File: src/rtl/except_commit_arbiter.sv
`default_nettype none
// ============================================================================
// Module   : except_commit_arbiter
// Purpose  : Writeback exception merge. An older exception carried down the
//            pipeline beats the N_SRC new sources, and the lowest source index
//            wins among the new ones. The winner is held in a trap register
//            until the trap unit acknowledges it. The block also keeps a
//            saturating trap counter and a sticky overlap flag.
// Revision : 1.0 - initial release
// ============================================================================
module except_commit_arbiter #(
   parameter int XLEN  = 64,
   parameter int N_SRC = 4,
   parameter int CNT_W = 16
) (
   input  logic                  clk,
   input  logic                  rst,
   input  logic                  stall,
   input  logic                  flush,
   input  logic                  valid_wb,
   input  logic [XLEN-1:0]       pc_wb,
   input  logic                  except_in_valid,
   input  logic [XLEN-1:0]       except_in_epc,
   input  logic [XLEN-1:0]       except_in_cause,
   input  logic [XLEN-1:0]       except_in_tval,
   input  logic [N_SRC-1:0]      src_valid,
   input  logic [N_SRC*XLEN-1:0] src_cause,
   input  logic [N_SRC*XLEN-1:0] src_tval,
   input  logic                  trap_ack,
   output logic                  except_happen_wb,
   output logic                  trap_valid,
   output logic [XLEN-1:0]       trap_epc,
   output logic [XLEN-1:0]       trap_cause,
   output logic [XLEN-1:0]       trap_tval,
   output logic                  stall_req,
   output logic [CNT_W-1:0]      exc_count,
   output logic                  err_overlap
);

   typedef enum logic [0:0] {
      ST_IDLE    = 1'b0,
      ST_PENDING = 1'b1
   } state_t;

   state_t             state_q;
   logic               trap_valid_q;
   logic [XLEN-1:0]    trap_epc_q;
   logic [XLEN-1:0]    trap_cause_q;
   logic [XLEN-1:0]    trap_tval_q;
   logic [CNT_W-1:0]   exc_count_q;
   logic               err_overlap_q;

   logic               w_src_any;
   logic [XLEN-1:0]    w_src_cause;
   logic [XLEN-1:0]    w_src_tval;
   logic               cand_valid_d;
   logic [XLEN-1:0]    cand_epc_d;
   logic [XLEN-1:0]    cand_cause_d;
   logic [XLEN-1:0]    cand_tval_d;

   // Pick the lowest-index active source; scanning downward lets index 0 win.
   always_comb begin
      w_src_any   = |src_valid;
      w_src_cause = '0;
      w_src_tval  = '0;
      for (int i = N_SRC - 1; i >= 0; i--) begin
         if (src_valid[i]) begin
            w_src_cause = src_cause[i*XLEN +: XLEN];
            w_src_tval  = src_tval[i*XLEN +: XLEN];
         end
      end
   end

   // Merge: the older exception always wins. New sources count only when the slot is valid.
   always_comb begin
      cand_valid_d = except_in_valid | (valid_wb & w_src_any);
      cand_epc_d   = except_in_valid ? except_in_epc   : pc_wb;
      cand_cause_d = except_in_valid ? except_in_cause : w_src_cause;
      cand_tval_d  = except_in_valid ? except_in_tval  : w_src_tval;
   end

   // A new exception is reported regardless of trap state; a flush squashes it.
   always_comb begin
      except_happen_wb = valid_wb & w_src_any & ~except_in_valid & ~flush;
   end

   // Trap FSM: capture in IDLE, hold until ack, and flag any candidate that arrives while busy.
   always_ff @(posedge clk or posedge rst) begin
      if (rst) begin
         state_q       <= ST_IDLE;
         trap_valid_q  <= 1'b0;
         trap_epc_q    <= '0;
         trap_cause_q  <= '0;
         trap_tval_q   <= '0;
         exc_count_q   <= '0;
         err_overlap_q <= 1'b0;
      end else begin
         case (state_q)
            ST_IDLE: begin
               if (!flush && !stall && cand_valid_d) begin
                  state_q      <= ST_PENDING;
                  trap_valid_q <= 1'b1;
                  trap_epc_q   <= cand_epc_d;
                  trap_cause_q <= cand_cause_d;
                  trap_tval_q  <= cand_tval_d;
                  if (exc_count_q != {CNT_W{1'b1}}) begin
                     exc_count_q <= exc_count_q + 1'b1;
                  end
               end
            end
            ST_PENDING: begin
               if (cand_valid_d) begin
                  err_overlap_q <= 1'b1;
               end
               if (trap_ack) begin
                  state_q      <= ST_IDLE;
                  trap_valid_q <= 1'b0;
               end
            end
            default: begin
               state_q      <= ST_IDLE;
               trap_valid_q <= 1'b0;
            end
         endcase
      end
   end

   assign trap_valid  = trap_valid_q;
   assign stall_req   = trap_valid_q;
   assign trap_epc    = trap_epc_q;
   assign trap_cause  = trap_cause_q;
   assign trap_tval   = trap_tval_q;
   assign exc_count   = exc_count_q;
   assign err_overlap = err_overlap_q;

endmodule
`default_nettype wire
File: config.mk
export PLATFORM = sky130hd
export DESIGN_NAME = except_commit_arbiter
export DESIGN_NICKNAME = d
export VERILOG_FILES = /design/src/rtl/except_commit_arbiter.sv
export SDC_FILE = /design/constraint.sdc
export NUM_CORES = 1
export LEC_CHECK = 0
export ABC_CLOCK_PERIOD_IN_PS = 6700
export CORE_AREA = 2 2 384 386
export CTS_CLUSTER_DIAMETER = 200
export DETAILED_ROUTE_END_ITERATION = 6
export DIE_AREA = 0 0 386 388
export GPL_TIMING_DRIVEN = 0
export SLEW_MARGIN = 25
export SYNTH_ARGS = -nofsm -noshare
export SYNTH_HDL_FRONTEND = slang
export SYNTH_SLANG_ARGS = --single-unit
File: constraint.sdc
create_clock -name clk -period 6.7 [get_ports clk]
set_input_delay 1.34 -clock clk [delete_from_list [all_inputs] [get_ports clk]]
set_output_delay 1.34 -clock clk [all_outputs]
set_load 0.02 [all_outputs]
==> flow_metrics.tcl <==
set metrics [dict create \
    status "finished, final reports clean" \
    powerDensity_nw_per_um2 239 \
    grt_use_total_pct 17.7 \
    fillers 16229 \
    synth_area_leaders "dfrtp_1, a221o_1, o21ai_0, a221oi_1, nand2_1" \
    worstSetupStartpoint "src_valid[2]" \
    p_total_w 0.00643 \
    cts_buffers 35 \
    overflow 0 \
    worstSetupPathType "primary input to output port" \
    clock_latency_ns 0.58 \
    max_freq_mhz 201 \
    cts_resized 0 \
    hold_viol 0 \
    grt_max_degree 30 \
    worst_r2r_endpoint "trap_cause[25]$_DFFE_PP0P_" \
    yosysWarnings 0 \
    yosysTopAreaCellShare_pct 40.6 \
    drt_iter0_drc 1447 \
    yosysMostFrequentCell "o21ai_0" \
    dieHeight_um 388 \
    rsz0062_at_grt "false" \
    p_leak_nw 10.5 \
    cp-end-kind "output port" \
    period_share_pct 74.2 \
    maxSlewHeadroom_pct 21.9 \
    io_buffers 987 \
    synth_nets 2317 \
    synth_cells 1537 \
    syn_to_final_growth_pct 107 \
    design.core.area_um2 145000 \
    cap_viol_max_count 0 \
    drc 0 \
    synth_seq_cells 211 \
    path_clk_slew_ns 0.06 \
    synthesis.area_um2 13000 \
    synth_common_cells "o21ai_0, dfrtp_1, nand2_1" \
    antenna_left 0 \
    initial_utilization_pct 8.95 \
    crit_required_ns 5.36 \
    fin_tns_setup_ns 0 \
    die_w_um 386 \
    synth_edf_count 0 \
    ys_async_sr_fraction_pct 100 \
    setup-violations-final 0 \
    final_layout_size_suffix_gt1_share_pct 4.88 \
    r2r_slack_ns 3.44 \
    ir_drop_mv 0.139 \
    dp_hpwl_um 119000 \
    cts_max_level 2 \
    first_global_vias 17982 \
    cts_hold_buf 0 \
    min_period_ns 4.97 \
    gp_congestion 0.993 \
    hold_path.class "flop to flop" \
    yosysTopAreaCell "dfrtp_1" \
    critPathLaunchType "primary input" \
    viasPerCell 4.02 \
    cts_root_buffer "clkbuf_16" \
    r2r_cells 6 \
    final_net_count 3359 \
    worstPathMaxFanout 5 \
    dieArea_um2 150000 \
    ys_seq_area_share_pct 40.6 \
    worstPathArrival_ns 3.63 \
    avgRoutedWirePerCell_um 30.7 \
    grt_pass1_wl_um 175000 \
    worstMarginPinSlew_ns 1.17 \
    multiInputGateArea_um2 6470 \
    syn_avg_cell_area_um2 8.45 \
    clockBufferDepth 3 \
    finClkSkew_ns 0.0269 \
    slew_viol_final 0 \
    timing.rr.start "state_q$_DFF_PP0_" \
    cts_tree "done" \
    crit_end "except_happen_wb" \
    ios 991 \
    ys_types 33 \
    rows 140 \
    dr.pass1.iters 6 \
    num_vias 18262 \
    antenna_found_initial 70 \
    cts_setup_buffers 0 \
    synthFlopType "dfrtp_1" \
    routed_wl_um 139000 \
    clkSinkCount 211 \
    seq_area_um2 5280 \
]
[where the power goes]
group	internal, W	leakage, nW	switching, W
clock network	0.00120	0.573	0.000801
logic	0.00117	7.28	0.00145
registers	0.00157	2.62	0.000244
total	0.00394	10.5	0.00250
[per-stage QoR]
| stage | instances | hold slack, ns | area (µm²) | utilization, % | setup slack, ns |
|---|---|---|---|---|---|
| floorplan | 1537 | 0.520 | 13000 | - | 2.62 |
| global placement | 4441 | 0.463 | 25300 | 17.4 | 0.108 |
| detailed placement | 4458 | 0.470 | 25700 | 17.7 | 1.75 |
| CTS | 4521 | 0.482 | 26900 | 18.5 | 1.77 |
| global route | 4534 | 0.508 | 26900 | 18.5 | 1.72 |
| finish | 4547 | 0.477 | 26900 | 18.6 | 1.73 |
[cells by family after synthesis]
group	share of synthesized area (%)
adder cells (fa/ha/maj)	0.0963
XOR/XNOR	0.809
flip-flops	40.6
AO/OA/AOI/OAI	36.4
buffers and inverters	9.60
AND/OR/NAND/NOR	7.40
multiplexers	5.02
[flip-flops by register name (all words and copies together) (netlist names)]
| signal | count |
|---|---|
| exc_count | 16 |
| state_q | 1 |
| err_overlap | 1 |
| trap_epc | 64 |
| stall_req | 1 |
| trap_cause | 64 |
| trap_tval | 64 |
[cells in the final DEF (no fill, tap or decap), drive strengths merged, types with 5 or more instances in the layout]
cell type        n
bufinv           5
nand3            6
o21ai          322
nor3             6
clkdlybuf4s50  987
nor4             7
mux2i           64
inv            131
a221o          127
clkbuf         173
dfrtp          211
clkinv           8
nand2          200
nand4            5
a21oi          133
a221oi         128
xor2            12
buf             54
diode           25
clkinvlp         7
[critical path, cell delays in order]
cell,delay (ns)
clkdlybuf4s50_1,0.69
or4_4,0.72
nand2_1,0.14
nor3_1,0.09
clkdlybuf4s50_1,0.64
[metal layers]
| layer | global-route usage, % | vias up | routed length [µm] |
|---|---|---|---|
| li1 | - | 7856 | - |
| met1 | 22.4 | 9068 | 58000 |
| met2 | 28.9 | 1091 | 64700 |
| met3 | 4.93 | 209 | 12400 |
| met4 | 5.57 | 38 | 4120 |
| met5 | 0 | - | 241 |
[worst min-delay path by stage]
| stage | from | end | slack (ns) | cells past startpoint |
|---|---|---|---|---|
| 6_report | trap_epc[51]$_DFFE_PP0P_ | trap_epc[51]$_DFFE_PP0P_ | 0.48 | 2 |
| 5_1_grt | trap_tval[26]$_DFFE_PP0P_ | trap_tval[26]$_DFFE_PP0P_ | 0.51 | 2 |
| 4_1_cts | trap_epc[42]$_DFFE_PP0P_ | trap_epc[42]$_DFFE_PP0P_ | 0.48 | 2 |
| 3_5_place_dp | trap_tval[5]$_DFFE_PP0P_ | trap_tval[5]$_DFFE_PP0P_ | 0.47 | 2 |
| 3_3_place_gp | trap_epc[33]$_DFFE_PP0P_ | trap_epc[33]$_DFFE_PP0P_ | 0.46 | 2 |
| 2_1_floorplan | state_q$_DFF_PP0_ | stall_req$_DFFE_PP0P_ | 0.52 | 3 |
[cell type report]
cell class | count | share of cell area, %
repair buffers | 1005 | 38.1
plain buffers | 166 | 2.88
diodes | 25 | 0.232
inverters | 131 | 1.84
flip-flops and latches | 211 | 19.6
clock buffers | 43 | 3.47
multi-input cells | 1029 | 24.0
clock inverters | 20 | 1.02
well taps | 1917 | 8.90
Power figures use the tool's default switching activity.
